$ cat src/rtl/mtl_frame_monitor.sv
`default_nettype none
// ============================================================================
//  Module   : mtl_frame_monitor
//  Brief    : Measures MTL video timing (totals, active area, pixel checksum)
//             per frame and tracks lock to a stable, expected raster.
//  Revision : 1.0 - initial release
// ============================================================================
module mtl_frame_monitor #(
    parameter int EXP_H_ACTIVE = 800,
    parameter int EXP_V_ACTIVE = 480,
    parameter int LOCK_FRAMES  = 2,
    parameter int SYNC_ACT_LOW = 1,
    parameter int TIMEOUT_W    = 22
) (
    input  logic        clk,
    input  logic        reset,
    input  logic        hs,
    input  logic        vs,
    input  logic        de,
    input  logic [7:0]  r,
    input  logic [7:0]  g,
    input  logic [7:0]  b,
    output logic [11:0] h_total,
    output logic [11:0] v_total,
    output logic [10:0] h_active,
    output logic [10:0] v_active,
    output logic [31:0] pix_sum,
    output logic [15:0] frame_count,
    output logic        frame_done,
    output logic        locked,
    output logic        err
);

    localparam logic        c_SAL    = (SYNC_ACT_LOW != 0);
    localparam logic [10:0] c_EXP_H  = 11'(EXP_H_ACTIVE);
    localparam logic [10:0] c_EXP_V  = 11'(EXP_V_ACTIVE);
    localparam logic [3:0]  c_LOCK_N = 4'(LOCK_FRAMES);

    localparam logic [1:0]  c_ST_SEARCH  = 2'd0;
    localparam logic [1:0]  c_ST_MEASURE = 2'd1;
    localparam logic [1:0]  c_ST_LOCKED  = 2'd2;

    function automatic logic [11:0] f_sat12(input logic [11:0] v);
        return (&v) ? v : v + 12'd1;
    endfunction

    function automatic logic [10:0] f_sat11(input logic [10:0] v);
        return (&v) ? v : v + 11'd1;
    endfunction

    // ------------------------------------------------------------------
    // Sync normalisation and leading-edge detection
    // ------------------------------------------------------------------
    logic w_hs_a, w_vs_a;
    logic r_hs_prev, r_vs_prev, r_armed;
    logic w_hs_edge, w_vs_edge;

    assign w_hs_a = hs ^ c_SAL;
    assign w_vs_a = vs ^ c_SAL;

    // r_armed masks the first sample after reset so a sync held asserted
    // through reset release is not mistaken for a fresh leading edge.
    assign w_hs_edge = r_armed & w_hs_a & ~r_hs_prev;
    assign w_vs_edge = r_armed & w_vs_a & ~r_vs_prev;

    // Previous-sample registers for edge detection
    always_ff @(posedge clk or posedge reset) begin
        if (reset) begin
            r_hs_prev <= 1'b0;
            r_vs_prev <= 1'b0;
            r_armed   <= 1'b0;
        end else begin
            r_hs_prev <= w_hs_a;
            r_vs_prev <= w_vs_a;
            r_armed   <= 1'b1;
        end
    end

    // ------------------------------------------------------------------
    // Per-line accumulation (clock count includes the HS edge cycle)
    // ------------------------------------------------------------------
    logic        r_line_open;
    logic [11:0] r_line_clk;
    logic [10:0] r_line_de;
    logic        w_line_close;

    assign w_line_close = w_hs_edge & r_line_open;

    // Line clock and DE counters, restarted on every HS leading edge
    always_ff @(posedge clk or posedge reset) begin
        if (reset) begin
            r_line_open <= 1'b0;
            r_line_clk  <= 12'd0;
            r_line_de   <= 11'd0;
        end else if (w_hs_edge) begin
            r_line_open <= 1'b1;
            r_line_clk  <= 12'd1;
            r_line_de   <= de ? 11'd1 : 11'd0;
        end else if (r_line_open) begin
            r_line_clk <= f_sat12(r_line_clk);
            if (de) begin
                r_line_de <= f_sat11(r_line_de);
            end
        end
    end

    // ------------------------------------------------------------------
    // Per-frame accumulation
    // ------------------------------------------------------------------
    logic [11:0] r_f_htot, r_f_vtot;
    logic [10:0] r_f_hact, r_f_vact;
    logic        r_f_have_clk, r_f_have_de, r_f_bad;
    logic [31:0] r_f_sum;

    // Frame statistics with the closing line (if any) folded in; these are
    // the values reported when a VS edge closes the frame in the same cycle.
    logic [11:0] w_cl_htot;
    logic [10:0] w_cl_hact, w_cl_vact;
    logic        w_cl_have_clk, w_cl_have_de, w_cl_bad;
    logic [31:0] w_pix;

    assign w_pix = {8'h00, r, g, b};

    // Fold a closing line into the running frame statistics
    always_comb begin
        w_cl_htot     = r_f_htot;
        w_cl_hact     = r_f_hact;
        w_cl_vact     = r_f_vact;
        w_cl_have_clk = r_f_have_clk;
        w_cl_have_de  = r_f_have_de;
        w_cl_bad      = r_f_bad;
        if (w_line_close) begin
            if (r_f_have_clk && (r_line_clk != r_f_htot)) begin
                w_cl_bad = 1'b1;
            end
            w_cl_htot     = r_line_clk;
            w_cl_have_clk = 1'b1;
            if (r_line_de != 11'd0) begin
                if (r_f_have_de && (r_line_de != r_f_hact)) begin
                    w_cl_bad = 1'b1;
                end
                w_cl_hact    = r_line_de;
                w_cl_have_de = 1'b1;
                w_cl_vact    = f_sat11(r_f_vact);
            end
        end
    end

    // Frame accumulators; a VS edge restarts them for the new frame, and an
    // HS edge in that same cycle is the first line of the new frame.
    always_ff @(posedge clk or posedge reset) begin
        if (reset) begin
            r_f_htot     <= 12'd0;
            r_f_vtot     <= 12'd0;
            r_f_hact     <= 11'd0;
            r_f_vact     <= 11'd0;
            r_f_have_clk <= 1'b0;
            r_f_have_de  <= 1'b0;
            r_f_bad      <= 1'b0;
            r_f_sum      <= 32'd0;
        end else if (w_vs_edge) begin
            r_f_htot     <= 12'd0;
            r_f_vtot     <= w_hs_edge ? 12'd1 : 12'd0;
            r_f_hact     <= 11'd0;
            r_f_vact     <= 11'd0;
            r_f_have_clk <= 1'b0;
            r_f_have_de  <= 1'b0;
            r_f_bad      <= 1'b0;
            r_f_sum      <= de ? w_pix : 32'd0;
        end else begin
            r_f_htot     <= w_cl_htot;
            r_f_hact     <= w_cl_hact;
            r_f_vact     <= w_cl_vact;
            r_f_have_clk <= w_cl_have_clk;
            r_f_have_de  <= w_cl_have_de;
            r_f_bad      <= w_cl_bad;
            if (w_hs_edge) begin
                r_f_vtot <= f_sat12(r_f_vtot);
            end
            if (de) begin
                r_f_sum <= r_f_sum + w_pix;
            end
        end
    end

    // ------------------------------------------------------------------
    // Frame qualification and lock state machine
    // ------------------------------------------------------------------
    logic [1:0]  r_state, w_state_nx;
    logic [3:0]  r_match, w_match_nx;
    logic        r_err, w_err_nx;
    logic        w_ref_load;
    logic        r_ref_valid;
    logic [11:0] r_ref_htot, r_ref_vtot;
    logic [10:0] r_ref_hact, r_ref_vact;
    logic [TIMEOUT_W-1:0] r_to;
    logic        w_to_hit;
    logic        w_good, w_same_ref, w_close;

    assign w_good = ~w_cl_bad & (w_cl_hact == c_EXP_H) & (w_cl_vact == c_EXP_V);
    assign w_same_ref = r_ref_valid &
                        (w_cl_htot == r_ref_htot) & (r_f_vtot == r_ref_vtot) &
                        (w_cl_hact == r_ref_hact) & (w_cl_vact == r_ref_vact);
    assign w_close  = w_vs_edge & (r_state != c_ST_SEARCH);
    assign w_to_hit = &r_to;

    // Next-state, match counter and error flag decisions
    always_comb begin
        w_state_nx = r_state;
        w_match_nx = r_match;
        w_err_nx   = r_err;
        w_ref_load = 1'b0;
        case (r_state)
            c_ST_SEARCH: begin
                w_match_nx = 4'd0;
                if (w_vs_edge) begin
                    w_state_nx = c_ST_MEASURE;
                end
            end
            c_ST_MEASURE: begin
                if (w_vs_edge) begin
                    if (w_good) begin
                        w_ref_load = 1'b1;
                        if (w_same_ref) begin
                            w_match_nx = (&r_match) ? r_match : r_match + 4'd1;
                        end else begin
                            w_match_nx = 4'd1;
                        end
                        if (w_match_nx >= c_LOCK_N) begin
                            w_state_nx = c_ST_LOCKED;
                        end
                    end else begin
                        w_match_nx = 4'd0;
                    end
                end else if (w_to_hit) begin
                    w_state_nx = c_ST_SEARCH;
                    w_match_nx = 4'd0;
                end
            end
            c_ST_LOCKED: begin
                if (w_vs_edge) begin
                    // The reference stays frozen at the locking frame.
                    if (!w_good || !w_same_ref) begin
                        w_err_nx   = 1'b1;
                        w_state_nx = c_ST_MEASURE;
                        w_match_nx = 4'd0;
                    end
                end else if (w_to_hit) begin
                    w_err_nx   = 1'b1;
                    w_state_nx = c_ST_SEARCH;
                    w_match_nx = 4'd0;
                end
            end
            default: begin
                w_state_nx = c_ST_SEARCH;
                w_match_nx = 4'd0;
            end
        endcase
    end

    // State, match counter, sticky error and lock reference registers
    always_ff @(posedge clk or posedge reset) begin
        if (reset) begin
            r_state     <= c_ST_SEARCH;
            r_match     <= 4'd0;
            r_err       <= 1'b0;
            r_ref_valid <= 1'b0;
            r_ref_htot  <= 12'd0;
            r_ref_vtot  <= 12'd0;
            r_ref_hact  <= 11'd0;
            r_ref_vact  <= 11'd0;
        end else begin
            r_state <= w_state_nx;
            r_match <= w_match_nx;
            r_err   <= w_err_nx;
            if (w_ref_load) begin
                r_ref_valid <= 1'b1;
                r_ref_htot  <= w_cl_htot;
                r_ref_vtot  <= r_f_vtot;
                r_ref_hact  <= w_cl_hact;
                r_ref_vact  <= w_cl_vact;
            end
        end
    end

    // Watchdog counting clocks since the last VS edge while measuring/locked
    always_ff @(posedge clk or posedge reset) begin
        if (reset) begin
            r_to <= '0;
        end else if ((r_state == c_ST_SEARCH) || w_vs_edge || w_to_hit) begin
            r_to <= '0;
        end else begin
            r_to <= r_to + 1'b1;
        end
    end

    // ------------------------------------------------------------------
    // Reported results of the last completed frame
    // ------------------------------------------------------------------
    logic [11:0] r_h_total, r_v_total;
    logic [10:0] r_h_active, r_v_active;
    logic [31:0] r_pix_sum;
    logic [15:0] r_frame_count;
    logic        r_frame_done;

    // Latch results and pulse frame_done when a measured frame closes
    always_ff @(posedge clk or posedge reset) begin
        if (reset) begin
            r_h_total     <= 12'd0;
            r_v_total     <= 12'd0;
            r_h_active    <= 11'd0;
            r_v_active    <= 11'd0;
            r_pix_sum     <= 32'd0;
            r_frame_count <= 16'd0;
            r_frame_done  <= 1'b0;
        end else begin
            r_frame_done <= w_close;
            if (w_close) begin
                r_h_total     <= w_cl_htot;
                r_v_total     <= r_f_vtot;
                r_h_active    <= w_cl_hact;
                r_v_active    <= w_cl_vact;
                r_pix_sum     <= r_f_sum;
                r_frame_count <= r_frame_count + 16'd1;
            end
        end
    end

    assign h_total     = r_h_total;
    assign v_total     = r_v_total;
    assign h_active    = r_h_active;
    assign v_active    = r_v_active;
    assign pix_sum     = r_pix_sum;
    assign frame_count = r_frame_count;
    assign frame_done  = r_frame_done;
    assign locked      = (r_state == c_ST_LOCKED);
    assign err         = r_err;

endmodule
`default_nettype wire

$ cat config.mk
export PLATFORM = sky130hd
export DESIGN_NAME = mtl_frame_monitor
export DESIGN_NICKNAME = d
export VERILOG_FILES = /design/src/rtl/mtl_frame_monitor.sv
export SDC_FILE = /design/constraint.sdc
export NUM_CORES = 1
export LEC_CHECK = 0
export ABC_CLOCK_PERIOD_IN_PS = 9400
export CAP_MARGIN = 15
export CORE_MARGIN = 10
export CORE_UTILIZATION = 30
export CTS_CLUSTER_DIAMETER = 60
export DETAILED_ROUTE_END_ITERATION = 12
export HOLD_SLACK_MARGIN = 0.08
export MAX_ROUTING_LAYER = met4
export PLACE_DENSITY = 0.57
export SYNTH_ARGS = -nofsm -noshare
export SYNTH_HDL_FRONTEND = slang
export SYNTH_SLANG_ARGS = --single-unit
$ cat constraint.sdc
create_clock -name clk -period 9.4 [get_ports clk]
set_clock_uncertainty 0.05 [all_clocks]
set_input_delay 0.94 -clock clk [delete_from_list [all_inputs] [get_ports clk]]
set_output_delay 0.94 -clock clk [all_outputs]
set_load 0.01 [all_outputs]
==> results_dict.tcl, run 1 <==
set metrics [dict create \
    status "finished, final reports clean" \
    tightestPinTransition_ps 1170 \
    diodes 0 \
    vias 11411 \
    grt.total_usage 0.143 \
    synth_cell_types 74 \
    grt_max_degree 174 \
    synth_compound_area_frac 0.127 \
    synth_top_area_cell "dfrtp_1" \
    p_switching_uw 1460 \
    synthSimpleGateAreaFrac 0.207 \
    drt-wirelength-per-cell_um 17.4 \
    finalMaxSlewViolations 0 \
    seqPwrFrac 0.370 \
    postSynthCellCount 1537 \
    critPathCaptureType "flop" \
    synth-edff-count 0 \
    gp_routability_congestion 0.892 \
    synth-xor-area-share 0.0903 \
    ir_drop_mv 0.172 \
    ios 126 \
    dp.cells 2214 \
    place_ws_ps 4240 \
    synth_adder_area_share 0.0328 \
    yosys_warnings 0 \
    synthMuxAreaShare 0.0235 \
    grt_first_pass_wirelength_um 64500 \
    syn_nets 1603 \
    intPower_uw 2880 \
    cts_root_buf "clkbuf_16" \
    grt_pass1_vias 11659 \
    path_buf_inv 2 \
    drt_iter0_markers 768 \
    post-dp-hpwl_um 27500 \
    syn-cell-area_sq_um 14400 \
    hold_viol 0 \
    cts_hold_buffers 0 \
    portBuffers 125 \
    dieArea_sq_um 57000 \
    synth_top_area_share 0.486 \
    clkPwrFrac 0.333 \
    core-area_sq_um 47500 \
    tns_ps 0 \
    yosys-top-cells-area "dfrtp_1 (49%), nand2_1 (6.8%), xnor2_1 (5.2%), o21ai_0 (4.3%), xor2_1 (3.8%)" \
    avgSynthCellArea_sq_um 9.34 \
    fin_crit_sh 0.496 \
    synth_top_family_by_area "simple AND/OR/NAND/NOR gates" \
    clkTransAtPathRegs_ps 60 \
    cp.required_ps 9790 \
    hold_path_class "reg -> reg" \
    cts_setup_buffers 0 \
    hold_ws_ps 416 \
    drc_errors 0 \
    firstDrtPassIters 5 \
    tritoncts "yes" \
    async_flop_share 1.00 \
    synthTopCellsByCount "dfrtp_1 (279), nand2_1 (262), nor2_1 (135)" \
    setup_viol 0 \
    num_rows 80 \
    antenna_found_initial 0 \
    min_period_ps 4660 \
    postRouteAntennaNets 0 \
    synth-main-ff-cell "dfrtp_1" \
    start_util 0.302 \
    fp.dieW_um 239 \
    p_per_area_nw_per_um2 248 \
    numCtsBuffers 37 \
    nNetsFinal 1705 \
    clock_latency_ps 550 \
    swShare 0.336 \
    synth-seq-cells 279 \
    cp_max_fo 23 \
    cap_violations 0 \
    htree_levels 2 \
    fin_cells 2282 \
    combinationalPowerShare 0.297 \
    worst_slack_ps 4740 \
    cts.sinks 279 \
    yosysMostFrequentCell "dfrtp_1" \
    criticalPathCategory "in -> reg" \
    rsz0062_at_grt "no" \
    max_stage_delay_ps 730 \
    area_growth_syn_to_layout_pct 21.7 \
    cts_resized 0 \
    grt-ovfl-total 0 \
    crit_chain "clkdlybuf4s50_1 -> nand4bb_1 -> buf_4 -> a31oi_2 -> a21oi_1 -> o21ai_1 -> xor2_1 -> nor4_1 -> nand3_1 -> nor2_1 -> nand3b_2 -> mux2_4" \
    utilization 0.367 \
    drive_gt1_frac 0.0672 \
    avgViaCountPerCell 5.00 \
    slowest_stage "a31oi_2" \
    p_leak_uw 0.00795 \
    wirelength_um 39700 \
    worstPathArrival_ps 5050 \
    clock.fmax_ghz 0.215 \
    slew_headroom 0.219 \
    crit_path_start_kind "input pin" \
    cp_top_family "simple AND/OR/NAND/NOR gates" \
    cts_max_path_buffers 3 \
    seq_area_frac_synth 0.486 \
    die_h_um 239 \
]
[per-layer routing]
metal	global-route usage	part of all wire	vias to the layer above
met5	-	0	-
met4	0.0485	0.026	0
met3	0.0358	0.066	61
met2	0.220	0.45	297
met1	0.181	0.46	5579
li1	-	-	5474
[worst paths after layout]
| kind | startpoint | endpoint | slack (ps) | cells after the start |
|---|---|---|---|---|
| setup / recovery | hs | r_state[1] | 4740 | 12 |
| hold / removal | r_ref_valid | r_ref_valid | 420 | 1 |
| setup reg to reg | r_line_de[0] | r_state[1] | 4930 | 12 |
| hold reg to reg | r_ref_valid | r_ref_valid | 420 | 1 |
| max in group asynchronous | reset | r_line_de[3] | 6880 | 3 |
| min in group asynchronous | reset | r_f_sum[15] | 860 | 2 |
[state kept, by name, indices dropped and copies added (netlist names), 2 cells and up]
name / count
h_total: 12
frame_count: 16
v_total: 12
r_state: 2
r_line_clk: 12
r_match: 4
r_f_vtot: 12
v_active: 11
r_f_sum: 32
r_f_hact: 11
r_ref_hact: 11
r_ref_htot: 12
r_f_vact: 11
h_active: 11
r_ref_vact: 11
r_line_de: 11
pix_sum: 32
r_to: 22
r_ref_vtot: 12
r_f_htot: 12
[placed cells by master (no fill, tap or decap), types with 5 or more instances in the layout]
cell type and instances:
dfrtp_1 279, nand3_1 53, clkdlybuf4s50_1 125, clkbuf_8 6
or4_1 6, o21ai_0 123, mux2i_1 21, a22o_1 17
nand2_1 262, buf_4 12, nor4_1 6, clkbuf_1 6
nand4_1 22, a22oi_1 12, and3_1 29, or3_1 14
nor2b_1 10, nor2_1 135, xnor2_1 86, o2111ai_1 5
mux2_2 10, a21oi_1 57, a31o_2 6, clkbuf_16 38
o21a_1 5, ha_1 36, nor3_1 17, xor2_1 62
nor4_4 5, a21o_1 10, nand2b_1 22, and2_1 26
a31oi_1 10, clkinv_2 5, inv_1 40, a211oi_1 10
[kinds of logic after synthesis]
logic type	after synthesis
buffers and inverters	118
adders and majority gates	37
xor gates and xnor gates	148
AOI/OAI and AO/OA	294
DFF	279
and+or+nand+nor	628
other	1
muxes	32
[power groups by stage]
stage               registers [uW]  logic, uW  clock network (uW)
floorplan                     1590        846                   0
global placement              1620       1270                   0
detailed placement            1620       1290                   0
CTS                           1600       1300                1490
global route                  1640       1450                1540
finish                        1600       1290                1440
[layout make-up]
cell class | instances | area, sq um
Clock buffer | 50 | 1060
Multi-Input combinational cell | 1140 | 6920
Clock inverter | 17 | 200
Inverter | 42 | 165
Fill cell | 4801 | 30100
Timing Repair Buffer | 139 | 1370
Sequential cell | 279 | 6980
Tap cell | 615 | 769
[metrics by stage]
stage	area [sq um]	total power [uW]
after floorplan	14400	2440
after global placement	16200	2890
after detailed placement	16200	2910
after CTS	17500	4390
after global routing	17500	4620
final	17500	4340
(Power assumes the default switching activity.)
==> run 2: changes to the inputs <==
--- a/config.mk
+++ b/config.mk
@@ -5,7 +5,7 @@
 export SDC_FILE = /design/constraint.sdc
 export NUM_CORES = 1
 export LEC_CHECK = 0
-export ABC_CLOCK_PERIOD_IN_PS = 9400
+export ABC_CLOCK_PERIOD_IN_PS = 3800
 export CAP_MARGIN = 15
 export CORE_MARGIN = 10
 export CORE_UTILIZATION = 30
@@ -13,7 +13,7 @@
 export DETAILED_ROUTE_END_ITERATION = 12
 export HOLD_SLACK_MARGIN = 0.08
 export MAX_ROUTING_LAYER = met4
-export PLACE_DENSITY = 0.57
+export PLACE_DENSITY = 0.59
 export SYNTH_ARGS = -nofsm -noshare
 export SYNTH_HDL_FRONTEND = slang
 export SYNTH_SLANG_ARGS = --single-unit
==> constraint.sdc (replaced) <==
create_clock -name clk -period 3.8 [get_ports clk]
set_clock_uncertainty 0.05 [all_clocks]
set_input_delay 0.38 -clock clk [delete_from_list [all_inputs] [get_ports clk]]
set_output_delay 0.38 -clock clk [all_outputs]
set_load 0.01 [all_outputs]
==> run 2 against run 1 <==
Setup slack lost 4500 ps. Sequential cell count did not move. Clock power increased by 140%. Utilization grew 1.0 points. Count of clock-buffer cells in the layout did not move. First-iteration DRC count is 3.8% higher. Final cell count increased by 2.5%. Combinational power grew to 2.7 times the previous value. Die area unchanged. Critical endpoint unchanged. Largest cell class unchanged. Highest routed layer unchanged.
==> results_dict.tcl, run 2 (synthesized netlist as in run 1, its figures left out) <==
set metrics [dict create \
    criticalPathCategory "reg -> reg" \
    setup_viol 0 \
    path_buf_inv 2 \
    cp_top_family "simple AND/OR/NAND/NOR gates" \
    tightestPinTransition_ps 614 \
    grt_first_pass_wirelength_um 65200 \
    mostFrequentLayoutCell "dfrtp_1" \
    die_h_um 239 \
    p_leak_uw 0.00823 \
    cp.required_ps 4180 \
    cts_max_path_buffers 3 \
    num_rows 80 \
    core-area_sq_um 47500 \
    avgViaCountPerCell 4.95 \
    layout_common_cells "dfrtp_1 (279), nand2_1 (262), nor2_1 (135)" \
    cts_root_buf "clkbuf_16" \
    finalMaxSlewViolations 0 \
    grt.total_usage 0.146 \
    vias 11568 \
    gp_routability_congestion 0.860 \
    rsz0062_at_grt "no" \
    ios 126 \
    tritoncts "yes" \
    cp-endpoint "r_state[1]" \
    diodes 0 \
    wirelength_um 40100 \
    ff2ff_setup_slack_ps 230 \
    drt_iter0_markers 797 \
    worstPathArrival_ps 3950 \
    grt-ovfl-total 0 \
    cap_violations 0 \
    cts.sinks 279 \
    ir_drop_mv 0.388 \
    antenna_found_initial 0 \
    grt_pass1_vias 11772 \
    clock.fmax_ghz 0.280 \
    r2r_cells 12 \
    slew_headroom 0.589 \
    post-dp-hpwl_um 28500 \
    utilization 0.378 \
    status "finished, final reports clean" \
    dpl_cell_area_sq_um 16700 \
    drive_gt1_frac 0.0981 \
    slowest_stage "or4_1" \
    rr_startpoint "r_line_de[1]" \
    htree_levels 2 \
    clock_latency_ps 550 \
    hold_path_class "in -> async" \
    min_period_ps 3570 \
    firstDrtPassIters 5 \
    grt_max_degree 91 \
    postRouteAntennaNets 0 \
    portBuffers 125 \
    clkTransAtPathRegs_ps 60 \
    crit_path_start_kind "flop" \
    drt-wirelength-per-cell_um 17.1 \
    hold_viol 0 \
    crit_start "r_line_de[1]" \
    fin_area_sq_um 18000 \
    dieArea_sq_um 57000 \
    cp_max_fo 11 \
    drc_errors 0 \
    start_util 0.302 \
    critPathCaptureType "flop" \
    area_growth_syn_to_layout_pct 25.0 \
    nNetsFinal 1762 \
    fp.dieW_um 239 \
    cts_hold_buffers 0 \
    cp_num_cells 12 \
    crit_chain "inv_1 -> ha_1 -> nor2b_1 -> a31o_4 -> buf_4 -> mux2i_1 -> nand4b_1 -> or3_1 -> or4_1 -> o211ai_2 -> nand3b_2 -> mux2_4" \
    max_stage_delay_ps 540 \
    numCtsBuffers 38 \
    fin_crit_sh 0.939 \
    p_per_area_nw_per_um2 604 \
    r2r_end "r_state[1]" \
]
run 2: worst register-to-register path, delay by kind of cell, from the launching register on:
kind | cells | cell delay [ps]
adders and majority gates | 1 | 150
buffers and inverters | 2 | 300
AOI/OAI and AO/OA | 2 | 440
muxes | 2 | 570
DFF | 1 | 370
and+or+nand+nor | 5 | 1570
run 2: what timing repair did:
| item | 4_1_cts | 5_1_grt |
|---|---|---|
| buffers inserted | 0 | 1 |
| resized for setup | 0 | 1 |
| endpoints found under the hold margin | 0 | 0 |
| setup endpoints to repair | 0 | 3 |
run 2: worst min-delay path by stage:
stage / start / to / slack [ps] / cells after the start
5_1_grt: reset / pix_sum[26] / 180 / 2
4_1_cts: reset / pix_sum[26] / 130 / 2
2_1_floorplan: r_ref_valid / r_ref_valid / 380 / 1
6_report: reset / pix_sum[26] / 160 / 2
3_5_place_dp: v_active[2] / v_active[2] / 410 / 2
3_3_place_gp: r_ref_valid / r_ref_valid / 400 / 1
run 2: area by class of cell:
class,instances,area (sq um)
multi-input combinational,1140,6930
fill,4702,29600
timing repair buffer,195,1880
tap,615,769
sequential,279,6980
clock buffer,50,1070
clock inverter,17,164
inverter,42,161
run 2: layer usage:
layer  track usage  up-vias  part of all wire
li1              -     5579                 -
met1         0.188     5667              0.46
met2         0.223      268              0.46
met3        0.0362       54             0.062
met4        0.0400        0             0.018
met5             -        -                 0
run 2: through the flow:
step | setup WS, ps | setup TNS (ps) | total power, uW | cells | hold slack [ps]
after CTS | 240 | 0 | 11000 | 2337 | 133
final | 233 | 0 | 10800 | 2338 | 156
after floorplan | -323 | -90210 | 6030 | 1537 | 384
after global routing | 5.70 | 0 | 11600 | 2338 | 178
after global placement | 169 | 0 | 7340 | 2270 | 401
after detailed placement | 12.5 | 0 | 7390 | 2270 | 411
run 2: power breakdown:
part	switching [uW]	internal, uW
clock	1380	2120
sequential	428	3470
combinational	1820	1620
